### src/rtl/pc_sequencer.sv
// Next-PC controller: IDLE/RUN/HALT sequencing with jump, call and return resolution
// and a small return-address stack feeding an external, unreset PC register.
module pc_sequencer #(
  parameter int           D          = 12,
  parameter int           DEPTH      = 4,
  parameter logic [D-1:0] RESET_ADDR = '0
) (
  input  logic         clk,
  input  logic         reset,
  input  logic         start,
  input  logic         stall,
  input  logic         reljump_en,
  input  logic         absjump_en,
  input  logic         call_en,
  input  logic         ret_en,
  input  logic         halt_req,
  input  logic [D-1:0] target,
  input  logic [D-1:0] pc_cur,
  output logic [D-1:0] pc_next,
  output logic         fetch_valid,
  output logic         halted,
  output logic         stack_err
);

  localparam int AW  = $clog2(DEPTH);
  localparam int SPW = AW + 1;

  typedef enum logic [1:0] {IDLE, RUN, HALT} state_t;

  state_t                    state, state_nxt;
  logic [SPW-1:0]            sp;
  logic [DEPTH-1:0][D-1:0]   stack;
  logic [D-1:0]              pc_inc;
  logic [AW-1:0]             rd_idx, wr_idx;
  logic                      sp_empty, sp_full;
  logic                      push, pop, err_set;

  assign pc_inc   = pc_cur + D'(1);
  assign rd_idx   = AW'(sp - SPW'(1));
  assign wr_idx   = AW'(sp);
  assign sp_empty = (sp == '0);
  assign sp_full  = (sp == SPW'(DEPTH));

  always_comb begin
    state_nxt = state;
    pc_next   = pc_cur;
    push      = 1'b0;
    pop       = 1'b0;
    err_set   = 1'b0;
    case (state)
      IDLE: begin
        pc_next = RESET_ADDR;
        if (start) state_nxt = RUN;
      end
      RUN: begin
        if (stall) begin
          pc_next = pc_cur;
        end else if (halt_req) begin
          state_nxt = HALT;
        end else if (ret_en) begin
          if (!sp_empty) begin
            pc_next = stack[rd_idx];
            pop     = 1'b1;
          end else begin
            pc_next = pc_inc;
            err_set = 1'b1;
          end
        end else if (call_en) begin
          // Overflowing call still jumps; only the push is dropped.
          pc_next = target;
          if (sp_full) err_set = 1'b1;
          else         push    = 1'b1;
        end else if (absjump_en) begin
          pc_next = target;
        end else if (reljump_en) begin
          // Offset is already D bits wide, so modulo-2^D add equals sign-extended add.
          pc_next = pc_cur + target;
        end else begin
          pc_next = pc_inc;
        end
      end
      default: pc_next = pc_cur;
    endcase
    // The PC register has no reset of its own; steer it to RESET_ADDR on the reset edge.
    if (reset) pc_next = RESET_ADDR;
  end

  always_ff @(posedge clk) begin
    if (reset) begin
      state     <= IDLE;
      sp        <= '0;
      stack_err <= 1'b0;
    end else begin
      state <= state_nxt;
      if (push)    sp        <= sp + SPW'(1);
      if (pop)     sp        <= sp - SPW'(1);
      if (err_set) stack_err <= 1'b1;
    end
  end

  always_ff @(posedge clk) begin
    if (push) stack[wr_idx] <= pc_inc;
  end

  assign fetch_valid = (state == RUN);
  assign halted      = (state == HALT);

endmodule

### config.mk
export PLATFORM = sky130hd
export DESIGN_NAME = pc_sequencer
export DESIGN_NICKNAME = d
export VERILOG_FILES = /design/src/rtl/pc_sequencer.sv
export SDC_FILE = /design/constraint.sdc
export NUM_CORES = 1
export LEC_CHECK = 0
export ABC_AREA = 1
export CORE_MARGIN = 2
export CORE_UTILIZATION = 45
export CTS_BUF_LIST = sky130_fd_sc_hd__clkbuf_16
export DETAILED_ROUTE_END_ITERATION = 6
export PLACE_DENSITY = 0.67
export SLEW_MARGIN = 20
export SYNTH_ARGS = -nofsm -noshare
export SYNTH_HDL_FRONTEND = slang
export SYNTH_SLANG_ARGS = --single-unit
### constraint.sdc
create_clock -name clk -period 2.9 [get_ports clk]
set_input_delay 0.58 -clock clk [delete_from_list [all_inputs] [get_ports clk]]
set_output_delay 0.58 -clock clk [all_outputs]
set_load 0.02 [all_outputs]
# After elaboration in Yosys (flattened, before gate mapping)
# Index checks and enable logic that the tools add are counted.
word_totals:
  register_bits: 54
  elab_cells: 64
  inputBits: 33
  out_inout_bits: 15
classes:
  n_eq_ne: 6
  muxes: 38
  addsub: 4
  n_reduce_logical: 6
  order_cmp: 3
ops:
  columns: ["cell", "n"]
  rows:
  - ["2-to-1 mux 12 bit", 10]
  - ["bitwise mux 48 bit", 1]
  - ["binary-select mux 12 bit (select 2 bit)", 1]
  - ["demux 12 bit (select 2 bit)", 1]
  - ["one-hot mux 12 bit (2 select lines)", 1]
  - ["2-to-1 mux 1 bit", 18]
  - ["adder 12 x 1 -> 12 bit (second input constant)", 1]
  - ["adder 12 bit", 1]
  - ["< comparator 2 x 3 -> 1 bit (second input constant)", 2]
  - ["2-to-1 mux 2 bit", 3]
  - ["2-to-1 mux 3 bit", 2]
  - ["inequality test 2 bit (second input constant)", 3]
  - ["one-hot mux 2 bit (2 select lines)", 1]
  - ["AND reduction 4 bit", 1]
  - ["nonzero test 2 bit", 2]
  - ["adder 3 x 1 -> 3 bit (second input constant)", 1]
  - ["equality test 3 bit (second input constant)", 1]
  - ["zero test 3 bit", 1]
  - ["subtractor 3 x 1 -> 3 bit (second input constant)", 1]
  - ["equality test 2 x 1 -> 1 bit (second input constant)", 1]
  - ["equality test 2 bit (second input constant)", 1]
  - ["greater-or-equal comparator 2 x 1 -> 1 bit (second input constant)", 1]
  - ["zero test 2 bit", 1]
  - ["logical AND 1 bit", 1]

# Logic depth before layout (Yosys ltp)
depth:
  ltp_word: 9
  depth_mapped: 15
  mapped_depth_nobuf: 15

# Worst setup path after synthesis
# Ideal clock, no wire load.
synth_timing:
  path_kind: "input to output"
  start: "in target[0]"
  end: "out pc_next[8]"
  n_path_buf: 0
  t_required_ns: 2.320
  cell_stages: 13
  t_arrival_ns: 2.199
  path_slack_ns: 0.121
  path_cell_list: "ha_1 -> fa_1 -> nand3_1 -> nand3_1 -> nand2_1 -> nand3_1 -> nand2_1 -> o21ai_1 -> nand2_1 -> nand2_1 -> nand2_1 -> nand2_1 -> a21oi_1"
synth_via:
  elab_chain_len: 9
synth_rtl:
  columns: ["item", "line", "text"]
  rows:
  - ["start: declaration", "17", "input logic [D-1:0] target,"]
  - ["adder 12 bit", "77", "pc_next = pc_cur + target;"]
  - ["2-to-1 mux 12 bit", "75", "end else if (reljump_en) begin"]
  - ["2-to-1 mux 12 bit", "73", "end else if (absjump_en) begin"]
  - ["2-to-1 mux 12 bit", "68", "end else if (call_en) begin"]
  - ["2-to-1 mux 12 bit", "60", "end else if (ret_en) begin"]
  - ["2-to-1 mux 12 bit", "58", "end else if (halt_req) begin"]
  - ["2-to-1 mux 12 bit", "56", "if (stall) begin"]
  - ["one-hot mux 12 bit (2 select lines)", "50", "case (state)"]
  - ["2-to-1 mux 12 bit", "85", "if (reset) pc_next = RESET_ADDR;"]
  - ["end: declaration", "19", "output logic [D-1:0] pc_next,"]
# No other way between the ends.

# Final worst setup path
layout_timing:
  start: "in target[0]"
  end: "out pc_next[2]"
# The elaborated chain is that of the path after synthesis.

==> results.yml <==
run_status:
  status: "finished clean"
logic_synthesis:
  synth-xor-area-share: 0.00685
  synth_edf_count: 48
  ys_warn_count: 0
  synth.top_cell.area_share: 0.376
  ys_ff_latch: 54
  synth-main-ff-cell: "edfxtp_1"
  syn_area_um2: 3840
  muxShareOfSynthArea: 0
  synthSimpleGateAreaFrac: 0.275
  synth_area_leader_cell: "edfxtp_1"
  synth.avg_cell_area_um2: 7.72
  synth_top_family_by_area: "simple AND/OR/NAND/NOR gates"
  synth_area_leaders: "edfxtp_1 (38%), nand2_1 (13%), a21oi_1 (5.7%), ha_1 (5.5%), inv_1 (4.9%)"
  synth_compound_area_frac: 0.171
  synthArstFlopShare: 0
  ys_seq_area_frac: 0.407
  synth_fp_nets: 548
  synth_cells: 497
  synthTopCellsByCount: "nand2_1 (137), inv_1 (50), edfxtp_1 (48)"
  synth_cell_types: 40
  synthAdderAreaFrac: 0.0606
  yosysMostFrequentCell: "nand2_1"
floorplan:
  rows: 33
  core-area_um2: 8260
  start_util: 0.465
  die_w_um: 96.3
  io_pins: 48
  die_area_um2: 9280
  fp.dieH_um: 96.3
setup_path:
  required_ns: 2.32
  crit_arrival_ns: 2.22
  endpoint_kind: "output pin"
  crit_type: "primary input to output pin"
  worst_setup_path_start_kind: "primary input"
  crit_fanout: 3
grt:
  grt_max_degree: 29
  grt_pass1_wl_um: 18600
  grt_use_met1: 0.320
  antenna_found_initial: 0
  grt_util_met2: 0.477
  grt_pass1_vias: 3852
  grt_usage: 0.262
  grt.overflow.total: 0
  grtUsageMet3: 0.0282
  grt-busiest-layer: "met2"
cts:
  clk_latency_ns: 0.28
  clockBufferDepth: 2
  h-tree-depth: 2
  cts_tree: "built"
  cts_root_buffer: "clkbuf_16"
  cts_buffers: 5
  clk_pin_slew_ns: 0.07
  clock_sinks: 54
sta:
  finalCriticalPeriod_ns: 2.80
  slew_headroom: 0.659
  setup_viol: 0
  rsz0062_at_grt: "true"
  fmax_ghz: 0.357
  hold_viol: 0
  worst_pin_slew_ns: 0.510
  final_max_slew_viol_count: 0
  layout_setup_ws_ns: 0.0984
  clock_skew_ns: 0.00670
  finalCritPeriodShare: 0.966
finish:
  nFillCells: 691
  syn_to_final_growth_pct: 48.8
  diodes: 0
  final_util: 0.691
  nets: 692
  multi_input_area_um2: 2390
  seqCellArea_um2: 1560
  drive_gt1_frac: 0.368
placement:
  place_ws_ns: -0.800
  port-buffer-count: 47
  place_hpwl_um: 8720
  place.gp.congestion: 0.890
flow_run:
  drv_cap: 0
detailed_routing:
  drt_iter0_markers: 157
  drc: 0
  final_antenna_net_count: 0
  drt_pass1_iterations: 5
  via_per_inst: 5.26
  wl_um: 11700
  vias: 3928
  post_drt_wl_per_cell_um: 15.7
power_and_ir_drop:
  p_leak_nw: 2.44
  power_density_nw_per_um2: 384
  vdd_ir_drop_max_v: 0.000269
min_path:
  hold_path_class: "register to register"
==> worst max-delay path: stages <==
cell and delay, ns:
buf_8 0.10, ha_4 0.16, fa_2 0.39, buf_6 0.14, nand2_2 0.04, nand2_1 0.04
o221ai_1 0.18, o21ai_1 0.12, nand2_1 0.09, o2111ai_2 0.08, a21oi_1 0.14, buf_4 0.15
==> metal layers <==
metal | wire length, um | share of wire
met5 | 0 | 0
met4 | 300 | 0.026
met3 | 247 | 0.021
met2 | 6100 | 0.52
met1 | 5070 | 0.43
==> path summary, 6_finish.rpt <==
kind / start / end / slack, ns / depth (start not counted)
min: stack_err$_SDFFE_PP0P_ / stack_err$_SDFFE_PP0P_ / 0.49 / 2
max: target[0] / pc_next[2] / 0.1 / 12
max reg2reg: state[0]$_SDFFE_PP0P_ / stack[4]$_DFFE_PP_ / 1.14 / 8
min reg2reg: stack_err$_SDFFE_PP0P_ / stack_err$_SDFFE_PP0P_ / 0.49 / 2
==> metrics by stage <==
| step | hold slack, ns | cell area, um^2 | setup TNS (ns) | total power, mW | std cells |
|---|---|---|---|---|---|
| after floorplan | 0.478 | 3840 | 0 | 1.11 | 497 |
| after CTS | 0.485 | 5470 | 0 | 2.13 | 741 |
| after global placement | 0.459 | 5090 | -8.07 | 1.36 | 729 |
| after detailed placement | 0.470 | 5090 | -8.49 | 1.37 | 729 |
| after global routing | 0.552 | 5710 | -0.0634 | 2.28 | 747 |
| final | 0.488 | 5710 | 0 | 2.19 | 747 |
==> cells in the final DEF (no fill, tap or decap), drive strengths merged, types with 10 or more instances in the layout <==
master / n
clkbuf: 19
o21ai: 37
a21oi: 47
nand2: 143
o221ai: 10
nand3: 28
clkdlybuf4s50: 13
buf: 118
ha: 17
inv: 56
edfxtp: 48
nor2: 54
==> registers in the layout, summed over array words and instances, names as in the netlist <==
signal     flops
stack         48
sp             3
state          2
stack_err      1
==> power breakdown <==
part,internal [mW],switching [mW]
Combinational,0.276,0.315
Sequential,0.852,0.00277
Clock,0.491,0.253
==> area by class of cell <==
cell class              count  area share
clock buffers               5      0.0219
clock inverters             3      0.0112
inverters                  56      0.0381
multi-input cells         373       0.418
flip-flops and latches     54       0.274
well taps                 105      0.0230
repair buffers            151       0.214
==> logic make-up after synthesis <==
kind of cell    after synthesis
simple gates                241
compound gates              111
fa+ha+maj                    18
xor+xnor                      3
buf+inv                      70
flops                        54
==> repair_timing <==
item / in CTS / in global routing
setup buffers: 4 / 6
pin swaps: 23 / 38
hold buffers: 0 / 0
resized for setup: 131 / 93
endpoints found under the setup margin: 12 / 10
gates cloned: 0 / 0
(Power assumes the default switching activity.)
